[config.mk]
export PLATFORM = sky130hd
export DESIGN_NAME = enemy_scheduler
export DESIGN_NICKNAME = d
export VERILOG_FILES = /design/src/rtl/enemy_scheduler.sv
export SDC_FILE = /design/constraint.sdc
export NUM_CORES = 1
export LEC_CHECK = 0
export ABC_AREA = 1
export CAP_MARGIN = 25
export CORE_ASPECT_RATIO = 1.5
export CORE_MARGIN = 8
export CORE_UTILIZATION = 49
export CTS_CLUSTER_DIAMETER = 30
export DETAILED_ROUTE_END_ITERATION = 7
export HOLD_SLACK_MARGIN = 0.08
export PLACE_DENSITY = 0.77
export SLEW_MARGIN = 20
export SYNTH_ARGS = -nofsm -noshare
export SYNTH_HDL_FRONTEND = slang
export SYNTH_SLANG_ARGS = --single-unit
[constraint.sdc]
create_clock -name clk -period 2.4 [get_ports clk]
set_input_delay 0.36 -clock clk [delete_from_list [all_inputs] [get_ports clk]]
set_output_delay 0.36 -clock clk [all_outputs]
set_load 0.005 [all_outputs]
[src/rtl/enemy_scheduler.sv]
// Enemy slot controller: timed round-robin spawning, collision retirement through a
// frame-counted dying phase, saturating kill count and priority merge of slot pixels.
module enemy_scheduler #(
   parameter int unsigned N_SLOTS      = 4,
   parameter int unsigned SPAWN_FRAMES = 60,
   parameter int unsigned DEAD_FRAMES  = 30
) (
   input  logic                   clk,
   input  logic                   reset,
   input  logic                   gameActive,
   input  logic                   frameTick,
   input  logic [N_SLOTS-1:0]     collisionFlag,
   input  logic [6*N_SLOTS-1:0]   rgbContentEnemy,
   output logic [N_SLOTS-1:0]     enemyPresent,
   output logic [5:0]             rgbEnemy,
   output logic [7:0]             killCount,
   output logic                   killPulse,
   output logic                   slotsFull
);

   localparam int unsigned DW = (DEAD_FRAMES > 0) ? $clog2(DEAD_FRAMES + 1) : 1;
   localparam int unsigned SW = (SPAWN_FRAMES > 1) ? $clog2(SPAWN_FRAMES) : 1;
   localparam int unsigned PW = (N_SLOTS > 1) ? $clog2(N_SLOTS) : 1;

   typedef enum logic [1:0] {
      FREE  = 2'd0,
      ALIVE = 2'd1,
      DYING = 2'd2
   } slot_st_e;

   slot_st_e        state_q [N_SLOTS];
   logic [DW-1:0]   dcnt_q  [N_SLOTS];
   logic [SW-1:0]   spawn_q;
   logic [PW-1:0]   rr_q;
   logic [7:0]      kill_q, kill_d;
   logic            kpulse_q;
   logic [5:0]      rgb_q, rgb_d;

   logic [N_SLOTS-1:0] alive, free, hits;
   logic [3:0]         pop;
   logic [PW-1:0]      grant_idx;
   logic               spawn_ev;
   logic               found;
   int unsigned        j;

   always_comb begin
      alive = '0;
      free  = '0;
      for (int unsigned i = 0; i < N_SLOTS; i++) begin
         alive[i] = (state_q[i] == ALIVE);
         free[i]  = (state_q[i] == FREE);
      end
   end

   assign hits = alive & collisionFlag;

   always_comb begin
      pop = '0;
      for (int unsigned i = 0; i < N_SLOTS; i++) begin
         pop = pop + 4'(hits[i]);
      end
   end

   always_comb begin
      logic [8:0] sum;
      sum    = {1'b0, kill_q} + 9'(pop);
      kill_d = sum[8] ? 8'hFF : sum[7:0];
   end

   // First FREE slot at or above rr_q, wrapping to slot 0.
   always_comb begin
      grant_idx = '0;
      found     = 1'b0;
      j         = 0;
      for (int unsigned k = 0; k < N_SLOTS; k++) begin
         j = 32'(rr_q) + k;
         if (j >= N_SLOTS) j = j - N_SLOTS;
         if (!found && free[j]) begin
            found     = 1'b1;
            grant_idx = PW'(j);
         end
      end
   end

   assign spawn_ev = gameActive && frameTick && (spawn_q == SW'(SPAWN_FRAMES - 1)) && (|free);

   always_comb begin
      logic hit;
      rgb_d = '0;
      hit   = 1'b0;
      for (int unsigned i = 0; i < N_SLOTS; i++) begin
         if (!hit && alive[i] && (rgbContentEnemy[6*i +: 6] != 6'h00)) begin
            hit   = 1'b1;
            rgb_d = rgbContentEnemy[6*i +: 6];
         end
      end
   end

   always_ff @(posedge clk or negedge reset) begin
      if (!reset) begin
         for (int unsigned i = 0; i < N_SLOTS; i++) begin
            state_q[i] <= FREE;
            dcnt_q[i]  <= '0;
         end
         spawn_q  <= '0;
         rr_q     <= '0;
         kill_q   <= '0;
         kpulse_q <= 1'b0;
         rgb_q    <= '0;
      end else begin
         // Kills are counted even on the cycle gameActive drops and clears the slots.
         kill_q   <= kill_d;
         kpulse_q <= |hits;
         rgb_q    <= rgb_d;
         if (!gameActive) begin
            for (int unsigned i = 0; i < N_SLOTS; i++) begin
               state_q[i] <= FREE;
               dcnt_q[i]  <= '0;
            end
            spawn_q <= '0;
            rr_q    <= '0;
         end else begin
            for (int unsigned i = 0; i < N_SLOTS; i++) begin
               case (state_q[i])
                  FREE: begin
                     if (spawn_ev && (grant_idx == PW'(i))) state_q[i] <= ALIVE;
                  end
                  ALIVE: begin
                     if (collisionFlag[i]) begin
                        state_q[i] <= DYING;
                        dcnt_q[i]  <= '0;
                     end
                  end
                  DYING: begin
                     if (frameTick) begin
                        if (dcnt_q[i] == DW'(DEAD_FRAMES - 1)) state_q[i] <= FREE;
                        else dcnt_q[i] <= dcnt_q[i] + DW'(1);
                     end
                  end
                  default: state_q[i] <= FREE;
               endcase
            end
            if (frameTick) begin
               if (spawn_q != SW'(SPAWN_FRAMES - 1)) begin
                  spawn_q <= spawn_q + SW'(1);
               end else if (spawn_ev) begin
                  spawn_q <= '0;
                  rr_q    <= (grant_idx == PW'(N_SLOTS - 1)) ? '0 : grant_idx + PW'(1);
               end
            end
         end
      end
   end

   assign enemyPresent = alive;
   assign slotsFull    = ~|free;
   assign rgbEnemy     = rgb_q;
   assign killCount    = kill_q;
   assign killPulse    = kpulse_q;

endmodule

== After elaboration in Yosys (flattened, before gate mapping) ==
Index checks and enable logic that the tools add are counted.

* Register bits after elaboration: 51
* Bits of input ports: 32
* Output and inout port bits: 20
* Word-level logic and storage cells: 203

* Add/subtract/negate cells: 17
* Magnitude comparators: 8
* Equal/unequal tests: 45
* Mux-type cells: 74
* Bitwise operators: 1
* Reductions and logical operators: 45

{| class="wikitable"
|+ Operators with widths
! cell !! count
|-
| 32-bit by 3-bit < comparator with 1-bit output, second input constant || 4
|-
| 32-bit 2-to-1 mux || 4
|-
| 5-bit 2-to-1 mux || 12
|-
| 2-bit 2-to-1 mux || 25
|-
| 6-bit 2-to-1 mux || 8
|-
| 3-bit inequality test, second input constant || 16
|-
| 5-bit one-hot mux with 2 select lines || 4
|-
| 4-bit AND reduction || 8
|-
| 2-bit one-hot mux with 3 select lines || 4
|-
| 6-bit nonzero test || 4
|-
| 5-bit by 1-bit adder with 5-bit output, second input constant || 4
|-
| 5-bit equality test, second input constant || 4
|-
| 20-bit 2-to-1 mux || 1
|-
| 1-bit logical AND || 17
|-
| 8-bit 2-to-1 mux || 2
|-
| 3-bit by 1-bit inequality test with 1-bit output, second input constant || 5
|-
| 2-bit equality test, second input constant || 6
|-
| 3-bit by 2-bit inequality test with 1-bit output, second input constant || 4
|-
| 3-bit by 3-bit subtractor with 4-bit output, second input constant || 3
|-
| 2-bit by 1-bit equality test with 1-bit output, second input constant || 5
|-
| 2-bit zero test || 5
|-
| 1-bit 2-to-1 mux || 10
|-
| 8-bit by 4-bit adder with 9-bit output || 1
|-
| 3-bit greater-or-equal comparator, second input constant || 3
|-
| 19 further kinds || 31
|}

== Longest topological paths before layout ==
Gate-level depths: netlist of run 1.

* Depth in word-level cells: 20
* Gate-level depth with buffers: 17
* Gate-level depth less buffers: 16

== Worst setup path after synthesis of run 1 ==
No wires, ideal clock.

* Kind: register -> register
* From: reg state_q[7] in the netlist's numbering
* To: reg kill_q[2], in the netlist killCount[2]
* Library setup time: 83 ps
* Arrival time: 2626 ps
* Data required time: 2317 ps
* Path slack: -309 ps
* Stages on the path, launching flop included: 15
* Buffers on the path: 1
* Period minus slack after synthesis: 2709 ps
* Path through: dfrtp_1 -> nor2_2 -> buf_4 -> nand2_1 -> fa_1 -> fa_1 -> inv_1 -> fa_1 -> nand2_1 -> nor2_1 -> inv_1 -> nor2_1 -> and3_1 -> nand2_1 -> o21ai_0

* Cells in the longest elaborated chain, start to end: 7

{| class="wikitable"
|+ RTL lines
! item !! RTL line !! source
|-
| start: declaration || 31 || <nowiki>slot_st_e state_q [N_SLOTS];</nowiki>
|-
| start signal: indexed assignment || 102 || <nowiki>state_q[i] <= FREE;</nowiki>
|-
| start signal: indexed assignment || 117 || <nowiki>state_q[i] <= FREE;</nowiki>
|-
| start signal: indexed assignment || 126 || <nowiki>if (spawn_ev && (grant_idx == PW'(i))) state_q[i] <= ALIVE;</nowiki>
|-
| 2-bit by 1-bit equality test with 1-bit output || 50 || <nowiki>alive[i] = (state_q[i] == ALIVE);</nowiki>
|-
| via enemyPresent[0] || 14 || <nowiki>output logic [N_SLOTS-1:0] enemyPresent,</nowiki>
|-
| 4-bit AND || 55 || <nowiki>assign hits = alive & collisionFlag;</nowiki>
|-
| 1-bit by 1-bit adder with 2-bit output || 60 || <nowiki>pop = pop + 4'(hits[i]);</nowiki>
|-
| 2-bit by 1-bit adder with 3-bit output || 60 ||
|-
| 3-bit by 1-bit adder with 4-bit output || 60 ||
|-
| 8-bit by 4-bit adder with 9-bit output || 66 || <nowiki>sum = {1'b0, kill_q} + 9'(pop);</nowiki>
|-
| 8-bit 2-to-1 mux || 67 || <nowiki>kill_d = sum[8] ? 8'hFF : sum[7:0];</nowiki>
|-
| via kill_d[2] || 35 || <nowiki>logic [7:0] kill_q, kill_d;</nowiki>
|-
| end signal: assignment || 112 || <nowiki>kill_q <= kill_d;</nowiki>
|-
| end: declaration || 35 ||
|}

The timed path passes the listed nets, and every way through them passes these cells.
A chain may end at the register's enable or synchronous reset.

== Worst setup path in the final report of run 1 ==
* From: reg state_q[3] in the netlist's numbering
* To: reg kill_q[3], in the netlist killCount[3]

* Cells in the longest elaborated chain, start to end: 6

{| class="wikitable"
|+ RTL lines
! item !! RTL line
|-
| 2-bit by 1-bit equality test with 1-bit output || 50
|-
| 4-bit AND || 55
|-
| 2-bit by 1-bit adder with 3-bit output || 60
|-
| 3-bit by 1-bit adder with 4-bit output || 60
|-
| 8-bit by 4-bit adder with 9-bit output || 66
|-
| 8-bit 2-to-1 mux || 67
|-
| via kill_d[3] || 35
|}

The timed path passes the listed nets, and every way through them passes these cells.

==> results_dict.tcl, run 1 <==
set metrics [dict create \
    outcome "complete, but fails checks" \
    violations "setup timing" \
    slowest_stage "fa_1" \
    final_core_util_pct 63.0 \
    antenna_found_initial 0 \
    holdWs_ps 484 \
    cts.sinks 51 \
    criticalPathCategory "flop to flop" \
    worstHoldStart "spawn_q[5]" \
    drtIter0Drc 140 \
    critPathLaunch "state_q[3]" \
    pwr-share-clk_pct 14.9 \
    syn-cell-area_um2 3460 \
    die_h_um 119 \
    clk_path_buf_depth 2 \
    syn_to_final_growth_pct 24.6 \
    place_congestion 0.814 \
    power_frac_seq_pct 31.6 \
    met1_usage_pct 16.3 \
    grt.met2_usage_pct 35.5 \
    p_leak_nw 2.19 \
    num_rows 37 \
    grt_pass1_wl_um 14400 \
    cts_tree "yes" \
    finalSetupTns_ps -508 \
    peakVddDrop_v 0.000495 \
    root_buffer "clkbuf_8" \
    insertion_delay_ps 300 \
    dieArea_um2 10100 \
    fin_ws_ps -86.5 \
    syn-num-nets 537 \
    critPathBufInv 2 \
    viasPerCell 5.18 \
    ys_seq_area_share_pct 36.9 \
    core_um2 6850 \
    cp-end-kind "flop" \
    synth_cells 488 \
    dr.pass1.iters 4 \
    worstPathCellList "nor2_4 > nand2_4 > fa_1 > fa_2 > inv_2 > fa_2 > nand2_2 > nor2_1 > inv_1 > nor2_2 > and3_4 > nand2_4 > o21ai_1" \
    dr_total_vias 3288 \
    rsz0062_at_grt "yes" \
    p_comb_share_pct 53.6 \
    power_density_nw_per_um2 902 \
    antenna_cells 0 \
    internal_power_w 0.00226 \
    post_drt_wl_per_cell_um 13.1 \
    drv_slew 0 \
    crit_path_start_kind "flop" \
    fin_worst_skew_ps 8.82 \
    cp_max_fo 6 \
    wl_um 8290 \
    hold_violations 0 \
    grt_util_met3_pct 2.27 \
    yosysTopAreaCell "dfrtp_1" \
    grt_pass1_vias 3415 \
    yosysMostFrequentCell "nand2_1" \
    cp.arrival_ps 2720 \
    p_switching_w 0.00163 \
    drive_above_1_share_pct 13.1 \
    fin_crit_sh_pct 104 \
    chipWidth_um 84.6 \
    grt_use_total_pct 17.2 \
    tightest_slew_ps 519 \
    synth_seq_cells 51 \
    busiest_layer "met2" \
    synth_area_leaders "dfrtp_1, nand2_1, inv_1, nand3_1, ha_1" \
    ios 52 \
    htree_levels 2 \
    path_delay_family "adder cells" \
    synth-main-ff-cell "dfrtp_1" \
    grt.overflow.total 0 \
    dpl_cell_area_um2 4140 \
    dp_hpwl_um 6730 \
    grt_max_degree 23 \
    synthArstFlopShare_pct 100 \
    cts_buffers 5 \
    synth_warnings 0 \
    drv_cap 0 \
    hold_path.class "flop to flop" \
    dp.cells 624 \
    ys_top_cells_by_count "nand2_1, inv_1, dfrtp_1" \
    ant_nets 0 \
    setup_violations 8 \
    synth_cell_types 40 \
    cp.required_ps 2630 \
    synth_area_per_cell_um2 7.09 \
    critPathMaxStageDelay_ps 490 \
    initial_core_util_pct 50.5 \
    synth_edf_count 0 \
    timing.final.crit_period_ps 2490 \
    switching_share_pct 42.0 \
    portBuffers 51 \
    finalNetCount 606 \
    timing.fmax_mhz 402 \
    clk_pin_slew_ps 90 \
    drc 0 \
    design_area_um2 4310 \
    fin_cells 635 \
    rr_startpoint "state_q[3]" \
    yosys.area.top_type_share_pct 36.9 \
    slew-limit-headroom_pct 65.4 \
]
state kept, by name, summed over array words and instances (netlist names):
signal / cells
rr_q: 2
dcnt_q: 20
rgbEnemy: 6
killPulse: 1
state_q: 8
killCount: 8
spawn_q: 6
cell usage in the layout, fill, tap and decap left out, types with 2 or more instances in the layout:
| cell | instances |
|---|---|
| or2_1 | 2 |
| o21ai_0 | 14 |
| nand2_1 | 139 |
| fa_2 | 2 |
| nand2_4 | 4 |
| nor2_1 | 43 |
| clkbuf_8 | 5 |
| o21ai_1 | 3 |
| or2_2 | 2 |
| nor3_1 | 4 |
| mux2i_1 | 3 |
| ha_1 | 14 |
| a21boi_1 | 2 |
| xor2_1 | 2 |
| dlygate4sd2_1 | 2 |
| o21ai_2 | 5 |
| buf_4 | 17 |
| a21oi_1 | 17 |
| nor2_4 | 4 |
| nor2_2 | 9 |
| nand3_1 | 48 |
| nand2_2 | 8 |
| inv_1 | 63 |
| o22ai_1 | 4 |
| nand4_1 | 13 |
| clkdlybuf4s50_1 | 48 |
| nor3_2 | 2 |
| inv_2 | 8 |
| dfrtp_1 | 51 |
| o21a_1 | 4 |
worst reg2reg max path, cell delays in order (launching register included):
cell     delay (ps)
dfrtp_1         420
nor2_4          150
nand2_4          80
fa_1            490
fa_2            370
inv_2            70
fa_2            200
nand2_2          50
nor2_1           90
inv_1            60
nor2_2           90
and3_4          200
nand2_4          70
o21ai_1          80
layout make-up:
cell class              instances  area (um2)
well taps                      78        97.6
fillers                       601        2540
flip-flops and latches         51        1280
inverters                      72         270
clock buffers                   6        72.6
multi-input cells             358        1930
clock inverters                 1        30.0
repair buffers                 69         641
final timing paths:
kind                                 to  slack (ps)  depth (start not counted)
hold / removal               spawn_q[5]         480                          2
setup reg to reg           killCount[3]         -90                         13
setup / recovery           killCount[3]         -90                         13
hold reg to reg              spawn_q[5]         480                          2
max in group asynchronous    spawn_q[2]        1210                          3
min in group asynchronous  killCount[5]         570                          2
metrics by stage:
step | total power [W] | setup slack (ps)
after floorplan | 0.00247 | -83.0
after global placement | 0.00317 | -453
after detailed placement | 0.00324 | -511
after CTS | 0.00390 | -119
after global routing | 0.00424 | -244
final | 0.00389 | -86.5
routing by layer:
layer | vias up | part of all wire [%]
met1 | 1543 | 38
met2 | 34 | 58
met4 | 0 | 1.9
li1 | 1696 | -
met3 | 15 | 2.0
met5 | - | 0
kinds of logic (layout without fill, tap and decap cells):
kind of cell	count (synthesis)	in the layout	share of synthesized area [%]
AOI/OAI and AO/OA	52	52	8.93
muxes	3	3	0.867
buffers and inverters	79	148	9.36
and+or+nand+nor	283	283	36.4
DFF	51	51	36.9
adders and majority gates	17	17	6.79
xor gates and xnor gates	3	3	0.759
power groups by stage:
| stage | sequential [W] | combinational [W] | clock [W] |
|---|---|---|---|
| after floorplan | 0.00121 | 0.00126 | 0 |
| after global placement | 0.00122 | 0.00195 | 0 |
| after detailed placement | 0.00124 | 0.00200 | 0 |
| after CTS | 0.00123 | 0.00208 | 0.000592 |
| after global routing | 0.00125 | 0.00237 | 0.000623 |
| final | 0.00123 | 0.00208 | 0.000579 |
timing repair:
item                       CTS  global route
pin swaps                    5             3
setup endpoints to repair    8            17
hold buffers                 1             0
setup buffers                2             1
gates cloned                 0             0
hold endpoints to repair    20             0
resized for setup           11             6
Power figures use the tool's default switching activity.
==> run 2, diff against run 1 <==
- CTS_CLUSTER_DIAMETER: 30 -> 100
- RECOVER_POWER: not set -> 50
- SLEW_MARGIN: 20 -> 25
==> results_dict.tcl, run 2 (synthesized netlist as in run 1, its figures left out) <==
set metrics [dict create \
    outcome "complete, but fails checks" \
    violations "setup timing" \
    htree_levels 2 \
    grt_use_total_pct 17.2 \
    slowest_stage "fa_1" \
    cts.sinks 51 \
    met1_usage_pct 16.3 \
    antenna_cells 0 \
    setup_violations 8 \
    p_comb_share_pct 53.5 \
    finalSetupTns_ps -506 \
    hold_path.class "flop to flop" \
    dr_total_vias 3294 \
    grt_pass1_vias 3415 \
    grt.overflow.total 0 \
    peakVddDrop_v 0.000495 \
    ant_nets 0 \
    dr.pass1.iters 4 \
    rsz0062_at_grt "yes" \
    hold_violations 0 \
    dp_hpwl_um 6730 \
    worstPathCellList "nor2_4 > nand2_4 > fa_1 > fa_2 > inv_2 > fa_2 > nand2_2 > nor2_1 > inv_1 > nor2_2 > and3_4 > nand2_4 > o21ai_1" \
    grt_max_degree 23 \
    fin_worst_skew_ps 8.78 \
    p_switching_w 0.00163 \
    final_core_util_pct 62.8 \
    timing.final.crit_period_ps 2490 \
    clk_path_buf_depth 2 \
    largest_reg_flops 20 \
    dpl_cell_area_um2 4140 \
    drive_above_1_share_pct 12.7 \
    wl_um 8300 \
    busiest_layer "met2" \
    slew-limit-headroom_pct 16.9 \
    finalNetCount 606 \
    cts_tree "yes" \
    cp_max_fo 6 \
    drv_slew 0 \
    place_congestion 0.814 \
    root_buffer "clkbuf_8" \
    grt_util_met3_pct 2.27 \
    dp_slack_ps -511 \
    crit_path_start_kind "flop" \
    cts_buffers 5 \
    dieArea_um2 10100 \
    internal_power_w 0.00225 \
    grt.met2_usage_pct 35.5 \
    critPathMaxStageDelay_ps 490 \
    power_density_nw_per_um2 902 \
    fin_ws_ps -86.2 \
    tightest_slew_ps 1250 \
    portBuffers 51 \
    timing.fmax_mhz 402 \
    cp-end-kind "flop" \
    chipWidth_um 84.6 \
    drtIter0Drc 132 \
    ios 52 \
    mostFrequentLayoutCells "nand2_1, inv_1, dfrtp_1" \
    cp.arrival_ps 2720 \
    core_um2 6850 \
    cp.required_ps 2630 \
    drc 0 \
    antenna_found_initial 0 \
    viasPerCell 5.19 \
    switching_share_pct 42.0 \
    die_h_um 119 \
    p_leak_nw 2.19 \
    post_drt_wl_per_cell_um 13.1 \
    pwr-share-clk_pct 14.9 \
    regMostFlops "dcnt_q" \
    num_rows 37 \
    final_common_cell "nand2_1" \
    criticalPathCategory "flop to flop" \
    initial_core_util_pct 50.5 \
    clk_pin_slew_ps 90 \
    insertion_delay_ps 300 \
    drv_cap 0 \
    fin_crit_sh_pct 104 \
    design_area_um2 4310 \
    syn_to_final_growth_pct 24.4 \
    power_frac_seq_pct 31.6 \
    grt_pass1_wl_um 14400 \
]
-- run 2: changes by cell type in the layout (fill, tap and decap cells not counted), sizes merged --
cell,change
clkdlybuf4s50,-1
clkbuf,+3
dlygate4sd3,+1
buf,-3
-- run 2: final cells by class --
| type | count | area, um2 |
|---|---|---|
| sequential | 51 | 1280 |
| timing repair buffer | 69 | 634 |
| tap | 78 | 97.6 |
| clock buffer | 6 | 72.6 |
| clock inverter | 1 | 30.0 |
| multi-input combinational | 358 | 1920 |
| inverter | 72 | 270 |
| fill | 603 | 2550 |
-- run 2: through the flow --
step                      hold slack, ps  power [W]  std cells
after floorplan                     64.4    0.00247        488
after global placement               357    0.00317        624
after CTS                            488    0.00390        634
final                                484    0.00388        635
after detailed placement             360    0.00324        624
after global routing                 529    0.00424        635
-- run 2: critical path: cells and delay by family (launching register included) --
| family | cells | cell delay (ps) |
|---|---|---|
| fa+ha+maj | 3 | 1060 |
| simple gates | 7 | 730 |
| flops | 1 | 420 |
| buf+inv | 2 | 130 |
| compound gates | 1 | 80 |
-- run 2: worst paths after layout --
kind | slack (ps) | startpoint | endpoint | cells after the start
hold reg to reg | 480 | spawn_q[5] | spawn_q[5] | 2
min in group asynchronous | 850 | reset | killCount[5] | 2
setup / recovery | -90 | state_q[3] | killCount[3] | 13
hold / removal | 480 | spawn_q[5] | spawn_q[5] | 2
setup reg to reg | -90 | state_q[3] | killCount[3] | 13
max in group asynchronous | 490 | reset | spawn_q[2] | 3
-- run 2: layer usage --
metal  vias up  routed length (um)
met2        35                4810
li1       1695                   -
met1      1549                3170
met5         -                   0
met3        15                 145
met4         0                 161
-- run 2: power groups by stage --
stage               logic [W]  registers, W  clock network [W]
global placement      0.00195       0.00122                  0
detailed placement    0.00200       0.00124                  0
CTS                   0.00208       0.00123           0.000592
global route          0.00236       0.00125           0.000623
floorplan             0.00126       0.00121                  0
finish                0.00208       0.00123           0.000578
-- run 2: what timing repair did --
item | 4_1_cts | 5_1_grt
buffers inserted | 2 | 1
resized for setup | 11 | 6
hold buffers | 1 | 0
hold endpoints to repair | 20 | 0
endpoints found under the setup margin | 8 | 17
pin swaps | 5 | 3
==> run 3, diff against run 2 <==
- clock period: 2.4 -> 2.21 ns (I/O delays scaled with it)
==> results_dict.tcl, run 3 (synthesized netlist as in run 1, its figures left out) <==
set metrics [dict create \
    hold_violations 0 \
    fin_crit_sh_pct 114 \
    cp_max_fo 6 \
    grt_pass1_wl_um 14500 \
    timing.fmax_mhz 397 \
    multi_input_area_um2 1920 \
    tightest_slew_ps 1330 \
    initial_core_util_pct 50.5 \
    violations "setup timing" \
    outcome "complete, but fails checks" \
    final_common_cell "nand2_1" \
    die_h_um 119 \
    busiest_layer "met2" \
    power_density_nw_per_um2 974 \
    grt_util_met3_pct 2.89 \
    rsz0062_at_grt "yes" \
    chipWidth_um 84.6 \
    mostFrequentLayoutCells "nand2_1, inv_1, dfrtp_1" \
    hold_path.class "flop to flop" \
    viasPerCell 5.21 \
    peakVddDrop_v 0.000631 \
    cp.arrival_ps 2750 \
    regMostFlops "dcnt_q" \
    grt_pass1_vias 3330 \
    syn_to_final_growth_pct 25.0 \
    num_rows 37 \
    drive_above_1_share_pct 13.0 \
    root_buffer "clkbuf_8" \
    htree_levels 2 \
    timing.final.crit_period_ps 2520 \
    ant_nets 0 \
    antenna_cells 0 \
    finalNetCount 609 \
    largest_reg_flops 20 \
    core_um2 6850 \
    dr_total_vias 3331 \
    grt_use_total_pct 17.5 \
    grt.overflow.total 0 \
    grt_max_degree 52 \
    total_power_w 0.00421 \
    cp.required_ps 2440 \
    clk_pin_slew_ps 100 \
    drc 0 \
    cp-end-kind "flop" \
    post_drt_wl_per_cell_um 13.3 \
    cts_tree "yes" \
    cts.sinks 51 \
    slew-limit-headroom_pct 11.6 \
    drv_slew 0 \
    regArea_um2 1280 \
    place_congestion 0.834 \
    fillCellCount 609 \
    clk_path_buf_depth 2 \
    dr.pass1.iters 4 \
    insertion_delay_ps 320 \
    drv_cap 0 \
    dieArea_um2 10100 \
    fin_worst_skew_ps 12.7 \
    grt.met2_usage_pct 34.6 \
    criticalPathCategory "primary input to flop" \
    portBuffers 51 \
    dp_hpwl_um 6580 \
    crit_path_start_kind "primary input" \
    antenna_found_initial 0 \
    p_leak_nw 2.19 \
    ios 52 \
    drtIter0Drc 98 \
    cts_buffers 5 \
    setup_violations 18 \
    met1_usage_pct 17.1 \
    holdWs_ps 494 \
    fin_ws_ps -306 \
    wl_um 8520 \
]
-- run 3: worst paths after layout --
check | depth (start not counted) | slack [ps] | from | endpoint
min in group asynchronous | 3 | 930 | reset | state_q[6]
max | 13 | -310 | collisionFlag[2] | killCount[2]
max in group asynchronous | 3 | 490 | reset | dcnt_q[17]
max reg2reg | 13 | -290 | state_q[3] | killCount[2]
min | 2 | 490 | spawn_q[5] | spawn_q[5]
min reg2reg | 2 | 490 | spawn_q[5] | spawn_q[5]
-- run 3: stage by stage --
stage	cell area, um2	std cells	setup slack, ps	TNS (ps)	utilization (%)
after floorplan	3490	488	-273	-1920	-
after global placement	4170	626	-615	-4710	60.8
after detailed placement	4170	626	-701	-5340	60.8
after CTS	4320	637	-297	-2220	63.0
after global routing	4330	639	-436	-6220	63.1
final	4330	639	-306	-3050	63.1
-- run 3: power by group --
part | leakage [nW] | internal (W) | switching [W]
logic | 1.47 | 0.000985 | 0.00131
clock network | 0.0515 | 0.000287 | 0.000315
registers | 0.674 | 0.00115 | 0.000173
-- run 3: final cells by class --
class	count	share of cell area (%)
multi-input combinational	358	44.4
sequential	51	29.5
timing repair buffer	72	15.3
inverter	72	6.25
clock buffer	8	2.31
tap	78	2.26
-- run 3: critical path, stage by stage --
cell             delay [ps]
clkdlybuf4s50_1         550
nand2_4                  90
fa_1                    480
fa_2                    360
inv_2                    60
fa_2                    200
nand2_2                  60
nor2_1                   90
inv_1                    70
nor2_2                  100
and3_4                  210
nand2_4                  70
o21ai_0                  70
-- run 3: repair_timing --
action                                  4_1_cts  5_1_grt
resized for setup                             7        4
hold buffers                                  1        0
pin swaps                                     4        4
endpoints found under the hold margin        51        0
endpoints found under the setup margin       12       18
setup buffers                                 2        2
-- run 3: layer usage --
metal / part of all wire [%] / wire, um / up-vias
li1: - / - / 1707
met1: 38 / 3220 / 1563
met2: 57 / 4880 / 47
met3: 2.3 / 200 / 14
met4: 2.6 / 222 / 0
met5: 0 / 0 / -
